File: src/rtl/sprite_draw_engine.sv
// Sprite command consumer: pops DRAW/CLEAR commands from the command FIFO and
// turns them into framebuffer pixel writes (8x8 1-bpp sprites, clipped; full clears).
module sprite_draw_engine #(
  parameter int SCREEN_W = 640,
  parameter int SCREEN_H = 480,
  parameter int FB_AW    = 19
) (
  input  logic             clk,
  input  logic             rst_n,
  input  logic             cmd_empty,
  input  logic [42:0]      curr_cmd,
  output logic             cmd_read,
  output logic [10:0]      rom_addr,
  input  logic [7:0]       rom_data,
  output logic             fb_we,
  output logic [FB_AW-1:0] fb_addr,
  output logic [7:0]       fb_data,
  input  logic             fb_ready,
  output logic             busy
);

  typedef enum logic [2:0] {IDLE, FETCH, LOAD, PIXEL, CLR} state_t;

  localparam logic [2:0]       OP_DRAW   = 3'b001;
  localparam logic [2:0]       OP_CLEAR  = 3'b010;
  localparam logic [10:0]      W_LIM     = 11'(SCREEN_W);
  localparam logic [10:0]      H_LIM     = 11'(SCREEN_H);
  localparam logic [FB_AW-1:0] LAST_ADDR = FB_AW'(SCREEN_W * SCREEN_H - 1);

  state_t             state_q, state_d;
  logic [7:0]         sprite_id_q, sprite_id_d;
  logic [9:0]         x_q, x_d;
  logic [8:0]         y_q, y_d;
  logic [7:0]         colour_q, colour_d;
  logic [2:0]         row_q, row_d;
  logic [2:0]         col_q, col_d;
  logic [7:0]         bits_q, bits_d;
  logic [10:0]        rom_addr_q, rom_addr_d;
  logic               fb_we_q, fb_we_d;
  logic [FB_AW-1:0]   fb_addr_q, fb_addr_d;
  logic [7:0]         fb_data_q, fb_data_d;

  // Reserved command bits carry no meaning for this stage.
  logic unused_bits;
  assign unused_bits = ^curr_cmd[4:0];

  // Pixel evaluation is done one cycle ahead so the framebuffer port is driven from flops:
  // in LOAD it looks at column 0 of the fresh ROM row, in PIXEL at the next column.
  logic [7:0]       src_bits;
  logic [2:0]       eval_col;
  logic [10:0]      px, py;
  logic             pix_on;
  logic [FB_AW-1:0] pix_addr;

  always_comb begin
    src_bits = (state_q == LOAD) ? rom_data : bits_q;
    eval_col = (state_q == LOAD) ? 3'd0 : col_q + 3'd1;
    px       = 11'(x_q) + 11'(eval_col);
    py       = 11'(y_q) + 11'(row_q);
    pix_on   = src_bits[3'd7 - eval_col] && (px < W_LIM) && (py < H_LIM);
    pix_addr = FB_AW'(32'(py) * 32'(SCREEN_W) + 32'(px));
  end

  // NOTE: the pop strobe is gated by rst_n so the FIFO never loses a command while the engine is held in reset.
  assign cmd_read = rst_n && (state_q == IDLE) && !cmd_empty;
  assign busy     = (state_q != IDLE);
  assign rom_addr = rom_addr_q;
  assign fb_we    = fb_we_q;
  assign fb_addr  = fb_addr_q;
  assign fb_data  = fb_data_q;

  // NOTE: every variable gets its hold value first so no path through the case infers a latch.
  always_comb begin
    state_d     = state_q;
    sprite_id_d = sprite_id_q;
    x_d         = x_q;
    y_d         = y_q;
    colour_d    = colour_q;
    row_d       = row_q;
    col_d       = col_q;
    bits_d      = bits_q;
    rom_addr_d  = rom_addr_q;
    fb_we_d     = fb_we_q;
    fb_addr_d   = fb_addr_q;
    fb_data_d   = fb_data_q;

    case (state_q)
      IDLE: begin
        if (!cmd_empty) begin
          sprite_id_d = curr_cmd[39:32];
          x_d         = curr_cmd[31:22];
          y_d         = curr_cmd[21:13];
          colour_d    = curr_cmd[12:5];
          case (curr_cmd[42:40])
            OP_DRAW: begin
              state_d    = FETCH;
              row_d      = 3'd0;
              rom_addr_d = {curr_cmd[39:32], 3'd0};
            end
            OP_CLEAR: begin
              state_d   = CLR;
              fb_we_d   = 1'b1;
              fb_addr_d = '0;
              fb_data_d = curr_cmd[12:5];
            end
            default: ;
          endcase
        end
      end

      FETCH: state_d = LOAD;

      LOAD: begin
        state_d   = PIXEL;
        bits_d    = rom_data;
        col_d     = 3'd0;
        fb_we_d   = pix_on;
        fb_addr_d = pix_addr;
        fb_data_d = colour_q;
      end

      PIXEL: begin
        // A pending write holds everything until accepted; a skipped pixel moves on at once.
        if (!fb_we_q || fb_ready) begin
          if (col_q == 3'd7) begin
            fb_we_d = 1'b0;
            if (row_q == 3'd7) begin
              state_d = IDLE;
            end else begin
              state_d    = FETCH;
              row_d      = row_q + 3'd1;
              rom_addr_d = {sprite_id_q, row_q + 3'd1};
            end
          end else begin
            col_d     = col_q + 3'd1;
            fb_we_d   = pix_on;
            fb_addr_d = pix_addr;
          end
        end
      end

      CLR: begin
        if (fb_ready) begin
          if (fb_addr_q == LAST_ADDR) begin
            state_d = IDLE;
            fb_we_d = 1'b0;
          end else begin
            fb_addr_d = fb_addr_q + 1'b1;
          end
        end
      end

      default: state_d = IDLE;
    endcase
  end

  // NOTE: sequential state uses non-blocking assignments so every flop samples pre-edge values.
  always_ff @(posedge clk) begin
    if (!rst_n) begin
      state_q    <= IDLE;
      rom_addr_q <= '0;
      fb_we_q    <= 1'b0;
      fb_addr_q  <= '0;
      fb_data_q  <= '0;
    end else begin
      state_q    <= state_d;
      rom_addr_q <= rom_addr_d;
      fb_we_q    <= fb_we_d;
      fb_addr_q  <= fb_addr_d;
      fb_data_q  <= fb_data_d;
    end
  end

  // NOTE: datapath registers are left unreset; they are always loaded before the FSM reads them.
  always_ff @(posedge clk) begin
    sprite_id_q <= sprite_id_d;
    x_q         <= x_d;
    y_q         <= y_d;
    colour_q    <= colour_d;
    row_q       <= row_d;
    col_q       <= col_d;
    bits_q      <= bits_d;
  end

endmodule

File: config.mk
export PLATFORM = sky130hd
export DESIGN_NAME = sprite_draw_engine
export DESIGN_NICKNAME = d
export VERILOG_FILES = /design/src/rtl/sprite_draw_engine.sv
export SDC_FILE = /design/constraint.sdc
export NUM_CORES = 1
export LEC_CHECK = 0
export ABC_AREA = 1
export CORE_ASPECT_RATIO = 0.75
export CORE_MARGIN = 2
export CORE_UTILIZATION = 53
export DETAILED_ROUTE_END_ITERATION = 8
export HOLD_SLACK_MARGIN = 0.15
export PLACE_DENSITY = 0.85
export SYNTH_ARGS = -nofsm -noshare
export SYNTH_HDL_FRONTEND = slang
export SYNTH_SLANG_ARGS = --single-unit
File: constraint.sdc
create_clock -name clk -period 3.6 [get_ports clk]
set_clock_uncertainty 0.1 [all_clocks]
set_input_delay 0.36 -clock clk [delete_from_list [all_inputs] [get_ports clk]]
set_output_delay 0.36 -clock clk [all_outputs]
set_load 0.05 [all_outputs]
==> run_results.csv, run 1 <==
group,metric,value,unit
global_route,grt_max_degree,36,
setup_path,required,3780,ps
power_and_ir_drop,swShare,48.4,%
power_and_ir_drop,power_density,896,mW/mm^2
yosys,synth_flop_cell,"dfxtp_1",
routing,routed_wl,16.1,mm
status,violations,"setup timing",
floorplanning,core,0.00981,sq mm
power_and_ir_drop,peakVddDrop,0.385,mV
setup_path,critPathKind,"register to register",
sta,min_period,3630,ps
power_and_ir_drop,p_leak,0.00309,uW
routing,vias_per_cell,5.75,
routing,ant_nets,0,
clock_network,cts.clk_slew.worst_paths,70,ps
yosys,syn_avg_cell_area,7.66,sq um
floorplanning,initial_core_util,55.3,%
clock_network,clkSinkCount,91,
global_route,overflow,0,
finish,area_growth_syn_to_layout,33.6,%
setup_path,path_max_fanout,5,
power_and_ir_drop,p_total,6490,uW
finish,fin_area,0.00725,sq mm
yosys,netlist_area,0.00542,sq mm
sta,worst_pin_slew,983,ps
yosys,synth_edf_count,41,
placed_design,dp_hpwl,10.2,mm
finish,layout_commonest_cell,"nand2_1",
routing,drtIter0Drc,524,
global_route,antenna_found_initial,0,
sta,fin_ws,-28.5,ps
routing,vias,5510,
sta,fin_crit_sh,101,%
power_and_ir_drop,p_comb_share,61.1,%
finish,diodes,0,
routing,firstDrtPassIters,6,
yosys,ys_warn_count,0,
setup_path,critical_path_arrival,3810,ps
sta,report.final.slew_viol_count,0,
sta,finalHoldViolCount,0,
floorplanning,die_h,91.6,um
sta,slew_headroom,34.3,%
floorplanning,dieArea,0.0111,sq mm
setup_path,end_kind,"register",
clock_network,worstSkewPairLatency,350,ps
clock_network,cts-root-buf,"clkbuf_16",
floorplanning,rows,31,
floorplanning,die_x,121,um
sta,rsz0062_at_grt,"true",
power_and_ir_drop,seqPwrFrac,25.1,%
power_and_ir_drop,pwr-share-clk,13.8,%
placed_design,dpl_cell_area,0.00651,sq mm
yosys,ys_ff_latch,91,
global_route,grt_pass1_wl,22.8,mm
yosys,synth.distinct_cells,44,
hold_path,holdCritPathClass,"register to register",
sta,setup_viol,3,
setup_path,cp-start-kind,"register",
placed_design,port_buffers,90,
finish,nFillCells,658,
yosys,syn-instance-count,708,
yosys,synth_fp_nets,798,
power_and_ir_drop,internal_power,3350,uW
clock_network,clock_path_buffers,2,
clock_network,numCtsBuffers,9,
routing,drcViolationCount,0,
placed_design,gp_congestion,0.926,
finish,fin_nets,912,
flow_run,cap_viol_max_count,0,
power_and_ir_drop,switching_power,3150,uW
routing,wire_per_inst,16.8,um
clock_network,cts_tree,"yes",
finish,layout_common_cells,"170 x nand2_1, 89 x clkdlybuf4s50_1, 76 x inv_1, 55 x o21ai_0, 52 x nor2_1",
clock_network,h-tree-depth,3,
yosys,ys_seq_area_share,41.2,%
finish,drive_gt1_share,17.3,%
global_route,grt_usage,25.9,%
sta,fmax,276,MHz
status,status,"finished, violations left",
global_route,grt_pass1_vias,4890,
yosys,synthArstFlopShare,0,%
floorplanning,io_pins,96,
-- cell usage after synthesis, drive strengths merged, types with 4 or more instances --
| master | count | area, sq um |
|---|---|---|
| a21oi | 32 | 160 |
| a31oi | 20 | 125 |
| buf | 13 | 80.1 |
| clkbuf | 8 | 30.0 |
| dfxtp | 50 | 1000 |
| edfxtp | 41 | 1230 |
| fa | 4 | 80.1 |
| ha | 31 | 388 |
| inv | 89 | 334 |
| nand2 | 187 | 712 |
| nand3 | 52 | 278 |
| nand3b | 4 | 30.0 |
| nand4 | 10 | 77.6 |
| nor2 | 67 | 290 |
| nor3 | 7 | 35.0 |
| o21ai | 63 | 319 |
| o22ai | 4 | 25.0 |
| xor2 | 5 | 43.8 |
-- logic make-up after synthesis --
family	synth area share, %
DFF	41.2
muxes	0.623
adders and majority gates	8.63
xor gates and xnor gates	1.29
AOI/OAI and AO/OA	12.9
buffers and inverters	8.19
and+or+nand+nor	27.2
-- worst paths after layout --
kind,to,start,slack [ps],depth (start not counted)
max,fb_addr[13],col_q[0],-30,23
min,bits_q[5],bits_q[5],360,2
max reg2reg,fb_addr[13],col_q[0],-30,23
min reg2reg,bits_q[5],bits_q[5],360,2
-- worst max-delay path: stages, from the launching register on --
cell and delay [ps]:
edfxtp_1 410, ha_2 220, ha_4 220, nand2_2 80, inv_2 50, ha_4 290
nand2_1 90, nand3_1 150, buf_4 140, nand3_1 130, nand2_2 120, nand2_1 70
ha_2 200, fa_2 340, nand2_1 80, nand2_1 50, nand2_1 100, nand2_1 80
nand2_2 110, nor2_4 50, buf_4 130, o21ai_2 140, nand2_1 80, a21oi_2 120
-- cell type report --
class	instances	area, sq um	share of cell area (%)
Clock buffer	10	229	3.16
Clock inverter	6	48.8	0.673
Inverter	89	334	4.61
Multi-Input combinational cell	507	3080	42.5
Sequential cell	91	2230	30.8
Tap cell	132	165	2.28
Timing Repair Buffer	124	1150	15.9
-- through the flow --
stage,instances,hold WS (ps),utilization [%],TNS (ps),setup WS [ps]
after global placement,926,334,66.4,0,37.8
after global routing,959,385,73.8,-742,-174
after CTS,944,355,69.7,0,3.41
after floorplan,708,316,-,0,273
after detailed placement,926,339,66.4,-481,-167
final,959,363,73.8,-77.4,-28.5
-- registers in the layout, summed over array words and instances, names as in the netlist --
name         flops
fb_data          8
x_q             10
rom_addr        11
sprite_id_q      8
fb_addr         19
col_q            3
state_q          3
colour_q         8
fb_we            1
row_q            3
bits_q           8
y_q              9
-- power groups by stage --
stage          logic, uW  clock network (uW)  registers [uW]
3_5_place_dp        3250                   0            1620
6_report            3970                 896            1630
5_1_grt             4260                 944            1660
2_1_floorplan       1980                   0            1960
4_1_cts             3330                 895            1610
3_3_place_gp        3120                   0            1600
-- timing repair --
action	in CTS	in global routing
resized for setup	9	70
setup buffers	2	15
endpoints found under the setup margin	6	7
pin swaps	4	15
hold buffers	0	0
-- routing by layer --
metal  part of all wire [%]  track usage [%]  routed length, um  up-vias
met1                     40             32.8               6490     2542
met3                    9.4             9.05               1520       50
met5                      0                0                  0        -
met2                     48             41.5               7680      338
met4                    2.8             8.24                452        0
li1                       -                -                  -     2580
(Power assumes the default switching activity.)
==> run 2: changes to the inputs <==
==> constraint.sdc (replaced) <==
create_clock -name clk -period 3.6 [get_ports clk]
set_clock_uncertainty 0.1 [all_clocks]
set_input_delay 0.36 -clock clk [delete_from_list [all_inputs] [get_ports clk]]
set_output_delay 0.36 -clock clk [all_outputs]
set_load 0.01 [all_outputs]
==> run 2 against run 1 <==
  * The flow now finishes without violations
  * First-iteration DRC count down 17%
  * Non-clock buffer count shrank 6
  * Sequential cell count unchanged
  * Sequential power barely moved
  * Hold slack lost 9.7 ps
  * Utilization shrank 0.77 points
  * Sequential share of layout area grew 0.34 points
  * Count of clock-buffer cells in the layout did not move
  * Global-route usage grew 0.35 points
  * Critical path type unchanged
==> run_results.csv, run 2 (synthesis results as in run 1) <==
group,metric,value,unit
routing,drcViolationCount,0,
finish,diodes,0,
flow_run,cap_viol_max_count,0,
floorplanning,initial_core_util,55.3,%
finish,regArea,0.00223,sq mm
finish,fin_util,73.1,%
finish,nFillCells,698,
finish,area_growth_syn_to_layout,32.2,%
placed_design,port_buffers,90,
clock_network,clkSinkCount,91,
finish,layout_commonest_cell,"nand2_1",
finish,fin_nets,906,
sta,fmax,285,MHz
sta,setup_tns,0,ps
placed_design,gp_congestion,0.882,
setup_path,required,3710,ps
setup_path,critical_path_arrival,3620,ps
placed_design,dp_hpwl,10.2,mm
clock_network,cts-root-buf,"clkbuf_16",
finish,multi_input_area,0.00304,sq mm
floorplanning,core,0.00981,sq mm
setup_path,reg2reg_depth,20,
routing,wl_met2,7.22,mm
floorplanning,rows,31,
global_route,grt_pass1_vias,5013,
routing,firstDrtPassIters,5,
setup_path,r2r-start,"row_q[0]",
sta,finalHoldViolCount,0,
power_and_ir_drop,p_leak,0.00306,uW
routing,route.met3.wl,1.31,mm
clock_network,cts.clk_slew.worst_paths,70,ps
routing,m1WireLength,6.15,mm
global_route,grt_usage,26.3,%
clock_network,cts_hold_buf,0,
sta,worst_pin_slew,986,ps
global_route,antenna_found_initial,0,
clock_network,worstSkewPairLatency,350,ps
floorplanning,io_pins,96,
setup_path,cp-start-kind,"register",
global_route,grt_max_degree,36,
floorplanning,die_h,91.6,um
power_and_ir_drop,power_density,833,mW/mm^2
finish,layout_common_cells,"170 x nand2_1, 90 x clkdlybuf4s50_1, 77 x inv_1, 55 x o21ai_0, 52 x nor2_1",
global_route,overflow,0,
hold_path,worstHoldEndpoint,"bits_q[5]",
hold_path,hold_path_depth,2,
finish,largest_reg_flops,19,
sta,fin_ws,92.4,ps
routing,ant_nets,0,
setup_path,end_kind,"register",
routing,wire_per_inst,15.8,um
placed_design,pre_cts_ws,-148,ps
power_and_ir_drop,peakVddDrop,0.357,mV
hold_path,min_from,"bits_q[5]",
setup_path,worstReg2RegEnd,"fb_addr[16]",
clock_network,numCtsBuffers,9,
routing,drtIter0Drc,433,
routing,routed_wl,15.0,mm
status,status,"complete, no violations",
sta,slew_headroom,34.1,%
routing,vias_per_cell,5.64,
sta,setup_viol,0,
clock_network,h-tree-depth,3,
hold_path,holdCritPathClass,"register to register",
routing,routed.top_layer,"met4",
sta,report.final.slew_viol_count,0,
floorplanning,die_x,121,um
finish,drive_gt1_share,16.3,%
setup_path,r2r_setup_slack,90,ps
sta,fin_crit_sh,97.4,%
global_route,grt_pass1_wl,23.1,mm
setup_path,critPathKind,"register to register",
clock_network,clock_path_buffers,2,
routing,vias,5367,
sta,min_period,3510,ps
setup_path,path_max_fanout,4,
clock_network,cts_tree,"yes",
floorplanning,dieArea,0.0111,sq mm
sta,rsz0062_at_grt,"true",
## run 2: area by class of cell
class | count | area share [%]
clock buffers | 10 | 3.33
clock inverters | 5 | 0.646
inverters | 89 | 4.66
multi-input cells | 507 | 42.4
flip-flops and latches | 91 | 31.2
well taps | 132 | 2.30
repair buffers | 118 | 15.5
## run 2: through the flow
step / area (sq um) / hold WS [ps] / power [uW] / cells
floorplan: 5420 / 316 / 3570 / 708
global placement: 6510 / 334 / 4350 / 926
detailed placement: 6510 / 334 / 4500 / 926
CTS: 6880 / 351 / 5520 / 945
global route: 7170 / 373 / 6390 / 952
finish: 7170 / 353 / 5970 / 952
## run 2: power breakdown
part | switching (uW) | internal [uW] | total [uW]
Sequential | 210 | 1420 | 1630
Clock | 413 | 495 | 908
Combinational | 2050 | 1390 | 3440
Total | 2670 | 3300 | 5970
## run 2: what timing repair did
item,CTS,global route
gates resized for setup,13,62
pin swaps,4,18
buffers inserted,4,7
setup endpoints to repair,7,8
cloned,0,0
## run 2: how the worst max path moves through the flow
stage          cells past startpoint     start  slack [ps]          end
6_report                          20  row_q[0]          90  fb_addr[16]
3_5_place_dp                      24  col_q[0]        -150  fb_addr[15]
3_3_place_gp                      26  col_q[0]          80  fb_addr[16]
2_1_floorplan                     24  col_q[0]         270  fb_addr[18]
4_1_cts                           20  row_q[2]          10  fb_addr[16]
5_1_grt                           22  row_q[0]         -90  fb_addr[18]
## run 2: metal layers
layer	GRT usage (%)	vias to the layer above
met5	0	-
met4	8.72	0
met3	7.66	36
met2	43.6	275
met1	32.8	2485
li1	-	2571
## run 2: worst max-delay path, stage by stage (launching register included)
cell and delay [ps]:
edfxtp_1 350, ha_2 210, inv_2 50, fa_2 530, inv_2 80, ha_1 290, ha_2 170, inv_2 40
fa_2 510, inv_2 90, nand4_1 90, nor2_2 180, nor2_2 70, nor2_2 150, nand2_1 80, nand2_2 90
nand2_1 60, nand2_1 80, nand2_1 50, nand2_1 50, a21oi_1 60
==> run 3: changes to the inputs <==
--- a/config.mk
+++ b/config.mk
@@ -12,6 +12,7 @@
 export DETAILED_ROUTE_END_ITERATION = 8
 export HOLD_SLACK_MARGIN = 0.15
 export PLACE_DENSITY = 0.85
+export REMOVE_ABC_BUFFERS = 1
 export SYNTH_ARGS = -nofsm -noshare
 export SYNTH_HDL_FRONTEND = slang
 export SYNTH_SLANG_ARGS = --single-unit
==> run 3 against run 2 <==
  * Routed wire length stayed put
  * Critical endpoint is now fb_addr[18]
  * Hold slack improved by 18 ps
  * Sequential power about the same
  * Design area decreased by 0.38%
  * Worst setup slack got worse by 11 ps
  * Count of clock-buffer cells in the layout increased by 1
==> run_results.csv, run 3 (synthesis results as in run 1) <==
group,metric,value,unit
finish,layout_common_cells,"175 x nand2_1, 90 x clkdlybuf4s50_1, 82 x inv_1, 54 x o21ai_0, 52 x nor2_1",
sta,worst_pin_slew,1090,ps
setup_path,end_kind,"register",
routing,drtIter0Drc,443,
clock_network,cts_tree,"yes",
floorplanning,io_pins,96,
finish,layout_commonest_cell,"nand2_1",
floorplanning,rows,31,
finish,area_growth_syn_to_layout,31.7,%
finish,diodes,0,
power_and_ir_drop,seqPwrFrac,26.7,%
placed_design,pre_cts_ws,-103,ps
power_and_ir_drop,pwr-share-clk,16.5,%
power_and_ir_drop,internal_power,3380,uW
global_route,grt_usage,25.7,%
setup_path,cp-start-kind,"register",
setup_path,required,3780,ps
routing,ant_nets,0,
global_route,grt_pass1_vias,5007,
clock_network,clkSinkCount,91,
power_and_ir_drop,p_comb_share,56.7,%
power_and_ir_drop,switching_power,2690,uW
hold_path,holdCritPathClass,"register to register",
placed_design,port_buffers,90,
setup_path,critPathKind,"register to register",
flow_run,cap_viol_max_count,0,
finish,final_cell_count_no_fill,950,
power_and_ir_drop,power_density,850,mW/mm^2
routing,routed_wl,15.0,mm
routing,firstDrtPassIters,5,
setup_path,r2r_setup_slack,80,ps
finish,nFillCells,702,
sta,slew_headroom,27.5,%
floorplanning,die_x,121,um
sta,setup_viol,0,
sta,finalHoldViolCount,0,
global_route,grt_max_degree,36,
clock_network,cts-root-buf,"clkbuf_16",
sta,fin_crit_sh,97.7,%
routing,drcViolationCount,0,
routing,vias,5332,
floorplanning,dieArea,0.0111,sq mm
routing,wire_per_inst,15.8,um
power_and_ir_drop,peakVddDrop,0.353,mV
clock_network,cts.clk_slew.worst_paths,70,ps
sta,rsz0062_at_grt,"true",
global_route,antenna_found_initial,0,
status,status,"complete, no violations",
sta,fin_ws,81.7,ps
placed_design,dp_hpwl,10.3,mm
power_and_ir_drop,swShare,44.3,%
finish,largest_reg_flops,19,
clock_network,worstSkewPairLatency,340,ps
power_and_ir_drop,p_leak,0.00308,uW
setup_path,path_max_fanout,5,
placed_design,placed_cells,928,
global_route,grt_pass1_wl,22.7,mm
floorplanning,core,0.00981,sq mm
clock_network,h-tree-depth,3,
sta,min_period,3520,ps
finish,fin_nets,903,
floorplanning,die_h,91.6,um
routing,vias_per_cell,5.61,
placed_design,gp_congestion,0.961,
global_route,overflow,0,
sta,report.final.slew_viol_count,0,
sta,fmax,284,MHz
floorplanning,initial_core_util,55.3,%
setup_path,critical_path_arrival,3700,ps
clock_network,numCtsBuffers,9,
clock_network,cts_hold_buf,0,
clock_network,clock_path_buffers,2,
finish,drive_gt1_share,14.2,%
[run 3: cell types whose count changed in the layout (fill, tap and decap cells not counted), moves of 2 or more]
| cell | change |
|---|---|
| dfxtp_2 | -2 |
| ha_1 | +3 |
| inv_2 | -5 |
| ha_2 | -2 |
| clkbuf_16 | +2 |
| clkinv_4 | -2 |
| buf_4 | -3 |
| inv_1 | +5 |
| nand2_2 | -5 |
| nand2_1 | +5 |
| dfxtp_1 | +2 |
[run 3: cell type report]
type / count / area (sq um) / area share (%)
clock buffer: 11 / 275 / 3.85
tap: 132 / 165 / 2.31
multi-input combinational: 507 / 3000 / 42.0
clock inverter: 5 / 46.3 / 0.648
sequential: 91 / 2230 / 31.2
timing repair buffer: 115 / 1090 / 15.2
inverter: 89 / 334 / 4.68
[run 3: through the flow]
| stage | util [%] | TNS, ps | hold slack [ps] | total power, uW | cell area [sq um] |
|---|---|---|---|---|---|
| global route | 72.8 | -339 | 392 | 6480 | 7140 |
| floorplan | - | -5800 | 316 | 3480 | 5310 |
| CTS | 70.0 | 0 | 372 | 5560 | 6870 |
| global placement | 66.5 | 0 | 333 | 4360 | 6530 |
| finish | 72.8 | 0 | 371 | 6070 | 7140 |
| detailed placement | 66.5 | -276 | 355 | 4520 | 6530 |
[run 3: worst max-delay path, cell delays in order (launching register included)]
cell      delay [ps]
edfxtp_1         430
ha_4             290
a21oi_1          200
nand2_2          110
xor2_2           170
ha_1             290
ha_1             210
inv_1             90
fa_2             460
inv_2             90
nand4_1           90
nor2_2           180
nor2_2            60
nor2_2           180
nand3_2          100
inv_1             80
nand2_1           50
nand2_1           50
nand3_1           90
a21oi_1          140
[run 3: power by group through the flow]
| stage | clock network, uW | registers [uW] | logic [uW] |
|---|---|---|---|
| CTS | 1010 | 1610 | 2950 |
| detailed placement | 0 | 1620 | 2900 |
| finish | 1000 | 1620 | 3440 |
| global route | 1060 | 1650 | 3760 |
| floorplan | 0 | 1630 | 1850 |
| global placement | 0 | 1600 | 2760 |
[run 3: worst paths after layout]
kind	start	to	cells after the start
worst max register to register	y_q[2]	fb_addr[18]	19
worst max-delay path	y_q[2]	fb_addr[18]	19
worst min register to register	bits_q[5]	bits_q[5]	2
worst min-delay path	bits_q[5]	bits_q[5]	2
[run 3: routing by layer]
layer,vias up,global-route usage [%],wire (um)
met3,41,5.21,1000
met4,0,10.2,381
met2,247,42.9,7300
met5,-,0,0
met1,2485,32.7,6310
li1,2559,-,-
[run 3: what timing repair did]
item	in CTS	in global routing
gates resized for setup	4	57
endpoints found under the setup margin	6	8
pin swaps	1	12
setup buffers	0	6
